### src/rtl/delay_line_ctrl_pkg.sv
// Shared constants for the programmable delay line: default sizing and
// the two-state FSM encoding used by delay_line_ctrl.
package delay_line_ctrl_pkg;

    localparam int DEFAULT_WIDTH = 16;
    localparam int DEFAULT_DEPTH = 32;

    typedef logic [0:0] state_t;

    // RUN: output qualified, new configuration accepted.
    // FILL: tap just changed (or reset), output suppressed until it settles.
    localparam state_t ST_RUN  = 1'b0;
    localparam state_t ST_FILL = 1'b1;

endpackage

### src/rtl/delay_stage.sv
// One register stage of the delay line: W-bit flop with synchronous clear.
module delay_stage #(
    parameter int W = 17
) (
    input  logic         clk_i,
    input  logic         rst_i,
    input  logic [W-1:0] d_i,
    output logic [W-1:0] q_o
);

    // Shift one step per cycle; reset clears the stage.
    always_ff @(posedge clk_i) begin
        if (rst_i) begin
            q_o <= '0;
        end else begin
            q_o <= d_i;
        end
    end

endmodule

### src/rtl/delay_line_ctrl.sv
// Programmable delay line: DEPTH shift stages of {valid, data}, a registered
// tap mux selecting stage[delay_o], and a RUN/FILL FSM that suppresses
// valid_o for delay_o+2 cycles after every tap change or reset.
module delay_line_ctrl
    import delay_line_ctrl_pkg::*;
#(
    parameter int WIDTH = DEFAULT_WIDTH,
    parameter int DEPTH = DEFAULT_DEPTH,
    localparam int DW   = $clog2(DEPTH)
) (
    input  logic             clk_i,
    input  logic             rst_i,
    input  logic [WIDTH-1:0] data_i,
    input  logic             valid_i,
    input  logic [DW-1:0]    cfg_delay_i,
    input  logic             cfg_valid_i,
    output logic             cfg_ready_o,
    output logic [WIDTH-1:0] data_o,
    output logic             valid_o,
    output logic [DW-1:0]    delay_o,
    output logic             busy_o
);

    localparam logic [DW:0] CNT_ONE = 1;

    // Stage array: bit WIDTH is the valid tag, lower bits are the sample.
    logic [WIDTH:0] stage_q [DEPTH];

    state_t         state_reg, state_next;
    logic [DW-1:0]  delay_reg, delay_next;
    // One bit wider than the tap index so the terminal value delay+1 never
    // wraps, even at the deepest tap.
    logic [DW:0]    cnt_reg, cnt_next;
    logic [DW:0]    fill_last;
    logic [WIDTH:0] tap;
    logic [WIDTH-1:0] data_reg;
    logic             valid_reg;

    genvar gi;
    generate
        for (gi = 0; gi < DEPTH; gi++) begin : g_stage
            if (gi == 0) begin : g_head
                delay_stage #(.W(WIDTH + 1)) u_stage (
                    .clk_i (clk_i),
                    .rst_i (rst_i),
                    .d_i   ({valid_i, data_i}),
                    .q_o   (stage_q[gi])
                );
            end else begin : g_body
                delay_stage #(.W(WIDTH + 1)) u_stage (
                    .clk_i (clk_i),
                    .rst_i (rst_i),
                    .d_i   (stage_q[gi-1]),
                    .q_o   (stage_q[gi])
                );
            end
        end
    endgenerate

    assign tap       = stage_q[delay_reg];
    assign fill_last = {1'b0, delay_reg} + CNT_ONE;

    // Next-state logic: accept a request only in RUN; FILL counts to delay+1.
    always_comb begin
        state_next = state_reg;
        delay_next = delay_reg;
        cnt_next   = cnt_reg;
        if (state_reg == ST_RUN) begin
            if (cfg_valid_i) begin
                state_next = ST_FILL;
                delay_next = cfg_delay_i;
                cnt_next   = '0;
            end
        end else begin
            cnt_next = cnt_reg + CNT_ONE;
            if (cnt_reg == fill_last) begin
                state_next = ST_RUN;
            end
        end
    end

    // FSM, active tap and fill counter; reset restarts a delay-0 fill.
    always_ff @(posedge clk_i) begin
        if (rst_i) begin
            state_reg <= ST_FILL;
            delay_reg <= '0;
            cnt_reg   <= '0;
        end else begin
            state_reg <= state_next;
            delay_reg <= delay_next;
            cnt_reg   <= cnt_next;
        end
    end

    // Registered tap output; stage contents are never flushed on reconfig.
    always_ff @(posedge clk_i) begin
        if (rst_i) begin
            data_reg  <= '0;
            valid_reg <= 1'b0;
        end else begin
            data_reg  <= tap[WIDTH-1:0];
            valid_reg <= tap[WIDTH];
        end
    end

    assign data_o      = data_reg;
    // Masking by the registered state lets the acceptance cycle still show
    // the old tap while every FILL cycle reads as invalid.
    assign valid_o     = valid_reg & (state_reg == ST_RUN);
    assign delay_o     = delay_reg;
    assign cfg_ready_o = (state_reg == ST_RUN);
    assign busy_o      = (state_reg == ST_FILL);

endmodule

### config.mk
export PLATFORM = sky130hd
export DESIGN_NAME = delay_line_ctrl
export DESIGN_NICKNAME = d
export VERILOG_FILES = /design/src/rtl/delay_line_ctrl_pkg.sv /design/src/rtl/delay_stage.sv /design/src/rtl/delay_line_ctrl.sv
export SDC_FILE = /design/constraint.sdc
export NUM_CORES = 1
export LEC_CHECK = 0
export CAP_MARGIN = 20
export CORE_MARGIN = 1.5
export CORE_UTILIZATION = 55
export CTS_CLUSTER_SIZE = 24
export DETAILED_ROUTE_END_ITERATION = 16
export PLACE_DENSITY_LB_ADDON = 0.12
export SYNTH_ARGS = -nofsm -noshare
export SYNTH_HDL_FRONTEND = slang
export SYNTH_SLANG_ARGS = --single-unit
### constraint.sdc
create_clock -name clk_i -period 1.8 [get_ports clk_i]
set_input_delay 0.36 -clock clk_i [delete_from_list [all_inputs] [get_ports clk_i]]
set_output_delay 0.36 -clock clk_i [all_outputs]
set_load 0.05 [all_outputs]
==> results.yml <==
die:
  chipWidth_um: 194
  start_util_pct: 56.1
  rows: 69
  coreArea_sq_mm: 0.0357
  die_y_um: 194
  fp.dieArea_sq_mm: 0.0375
  ios: 49
cts:
  htreeDepth: 2
  cts_tree: "done"
  ctsHoldBuffers: 0
  cts_buffers: 56
  clkTransAtPathRegs_ns: 0.06
  clock_path_buffers: 3
  insertion_delay_ns: 0.59
  clkSinkCount: 573
  root_buffer: "clkbuf_16"
layout:
  diodes: 0
  post-route-util_pct: 68.3
  nets: 1740
  final_area_sq_mm: 0.0244
  fillers: 2600
  multi_input_area_sq_mm: 0.00819
  final_cells: 2220
  regArea_sq_mm: 0.0115
  area_growth_pct: 21.8
  top_register: "g_stage.g_body.u_stage.q_o"
  layout-drive-gt1-share_pct: 23.3
  largest_register_ffs: 527
drt:
  final_antenna_net_count: 0
  wl_per_cell_um: 18.1
  routed_wl_mm: 40.1
  via_count: 11682
  drt_iter0_drc: 532
  drc: 3
  dr.pass1.iters: 10
  routed_via_density: 5.26
yosys:
  synth_cells: 1597
  synth_warnings: 0
  synth_nets: 1624
  synth_ff_type: "dfxtp_1"
  synth-edff-count: 0
  ys_seq_area_share_pct: 57.4
  ys_types: 46
  avgSynthCellArea_sq_um: 12.5
  ys_async_sr_fraction_pct: 0
  ys_ff_latch: 573
  synth.cell_area_sq_mm: 0.0200
sta:
  slew_violations: 0
  fin_crit_ns: 2.02
  tightest_slew_ns: 0.603
  slew_headroom_pct: 59.8
  rsz0062_at_grt: "yes"
  hold_viol: 0
  timing.fmax_mhz: 494
  timing.final.ws_setup_ns: -0.223
  setup_tns_ns: -2.81
  hold_slack_ns: 0.0596
  finalCritPeriodShare_pct: 112
  setup_viol: 19
  finClkSkew_ns: 0.0109
worst_setup_path:
  cp-end-kind: "flip-flop"
  criticalPathCategory: "flip-flop to flip-flop"
  critPathArrivalTime_ns: 2.49
  cp-startpoint: "delay_o[0]"
  setup.worst_path.start_class: "flip-flop"
  crit_fanout: 4
  required_ns: 2.26
  rr_startpoint: "delay_o[0]"
placement:
  place_area_sq_mm: 0.0215
  gp_congestion: 0.754
  io_buffers: 48
  dp.cells: 2077
  dpl_worst_slack_ns: -0.500
  dpl.hpwl_mm: 24.5
worst_hold_path:
  hp-class: "primary input to flip-flop"
  hp-start: "rst_i"
power:
  power_frac_seq_pct: 46.3
  internal_power_mw: 21.7
  clkPwrFrac_pct: 44.3
  power.density_mw_per_mm2: 1150
  leakagePower_nw: 8.95
  total_power_mw: 28.0
  netSwitchingFraction_pct: 22.6
  switchingPower_mw: 6.32
  p_comb_share_pct: 9.4
  peakVddDrop_mv: 0.831
global_routing:
  grt_pass1_vias: 11850
  grt_usage_pct: 22.0
  grt_overflow: 0
  grt_max_degree: 131
  grt_pass1_wl_mm: 65.5
  antenna_found_initial: 0
run_status:
  violations: "DRC, setup timing"
  status: "complete, but fails checks"
run:
  drv_cap: 0
## cells in the final DEF, fill, tap and decap left out, types with 4 or more instances in the layout
| cell | instances |
|---|---|
| a211oi_1 | 8 |
| o221ai_1 | 14 |
| dfxtp_4 | 4 |
| nor2_1 | 14 |
| bufinv_16 | 9 |
| nand3_1 | 6 |
| a22oi_2 | 4 |
| buf_8 | 6 |
| nand2_1 | 6 |
| buf_12 | 41 |
| a22o_1 | 14 |
| clkdlybuf4s50_1 | 23 |
| buf_4 | 88 |
| clkinv_2 | 11 |
| clkbuf_16 | 57 |
| a21oi_1 | 15 |
| nor2b_1 | 546 |
| clkbuf_8 | 12 |
| buf_6 | 15 |
| dfxtp_1 | 567 |
| o22ai_1 | 13 |
| a22oi_1 | 11 |
| clkbuf_1 | 13 |
| mux4_2 | 105 |
| a2111oi_4 | 12 |
| mux2i_1 | 70 |
| a21oi_2 | 4 |
| a211oi_2 | 7 |
| xnor2_1 | 4 |
## logic make-up after synthesis
| logic type | Yosys count | synth area share, % |
|---|---|---|
| compound gates | 123 | 5.01 |
| xor+xnor | 7 | 0.307 |
| fa+ha+maj | 2 | 0.125 |
| buf+inv | 121 | 3.22 |
| flops | 573 | 57.4 |
| mux | 181 | 15.8 |
| simple gates | 590 | 18.2 |
## power groups by stage
stage,logic [mW],registers (mW),clock network [mW]
global route,2.79,13.0,13.1
detailed placement,2.27,13.3,0
floorplan,1.30,13.4,0
finish,2.63,13.0,12.4
global placement,2.25,13.3,0
CTS,2.61,13.0,12.6
## cells in the mapped netlist (all sizes together) (3+ instances only)
| master | instances | area [sq um] |
|---|---|---|
| xnor2 | 4 | 35.0 |
| o221ai | 14 | 123 |
| nor2b | 550 | 3440 |
| nor3b | 3 | 22.5 |
| nor2 | 15 | 56.3 |
| nand3 | 6 | 30.0 |
| o21ai | 5 | 25.0 |
| clkbuf | 82 | 308 |
| a22oi | 15 | 113 |
| mux2i | 74 | 741 |
| a2111oi | 15 | 214 |
| a211oi | 15 | 128 |
| mux4 | 105 | 2390 |
| dfxtp | 573 | 11500 |
| xor2 | 3 | 26.3 |
| o22ai | 15 | 93.8 |
| a21oi | 19 | 95.1 |
| nand2 | 6 | 22.5 |
| nand3b | 3 | 22.5 |
| buf | 38 | 333 |
| a22o | 14 | 123 |
## layout make-up
| class | instances | share of cell area, % |
|---|---|---|
| Sequential cell | 573 | 47.2 |
| Multi-Input combinational cell | 903 | 33.6 |
| Timing Repair Buffer | 178 | 8.70 |
| Clock buffer | 82 | 6.74 |
| Tap cell | 461 | 2.37 |
| Clock inverter | 22 | 1.40 |
| Inverter | 1 | 0.0154 |
## metal layers
metal	track usage [%]	share of wire, %	vias to the layer above
met1	32.0	50	5743
met5	0	0	-
met3	3.62	3.7	61
met2	33.9	45	170
met4	6.27	1.8	0
li1	-	-	5708
## repair_timing
| item | in CTS | in global routing |
|---|---|---|
| resized for setup | 67 | 24 |
| cloned | 4 | 0 |
| setup buffers | 34 | 4 |
| setup endpoints to repair | 23 | 20 |
| hold endpoints to repair | 0 | 0 |
| pin swaps | 34 | 5 |
## worst paths after layout
kind,endpoint,slack (ns),depth (start not counted)
setup / recovery,data_o[2],-0.22,7
hold / removal,cnt_reg[3],0.06,2
setup reg to reg,data_o[2],-0.22,7
hold reg to reg,g_stage[23].g_body.u_stage.q_o[11],0.45,1
## critical path: stages (launching register included)
cell	delay [ns]
dfxtp_4	0.39
buf_12	0.12
buf_12	0.11
buf_8	0.10
mux4_2	0.50
a22o_1	0.28
a2111oi_4	0.31
a211oi_1	0.09
(Power assumes the default switching activity.)
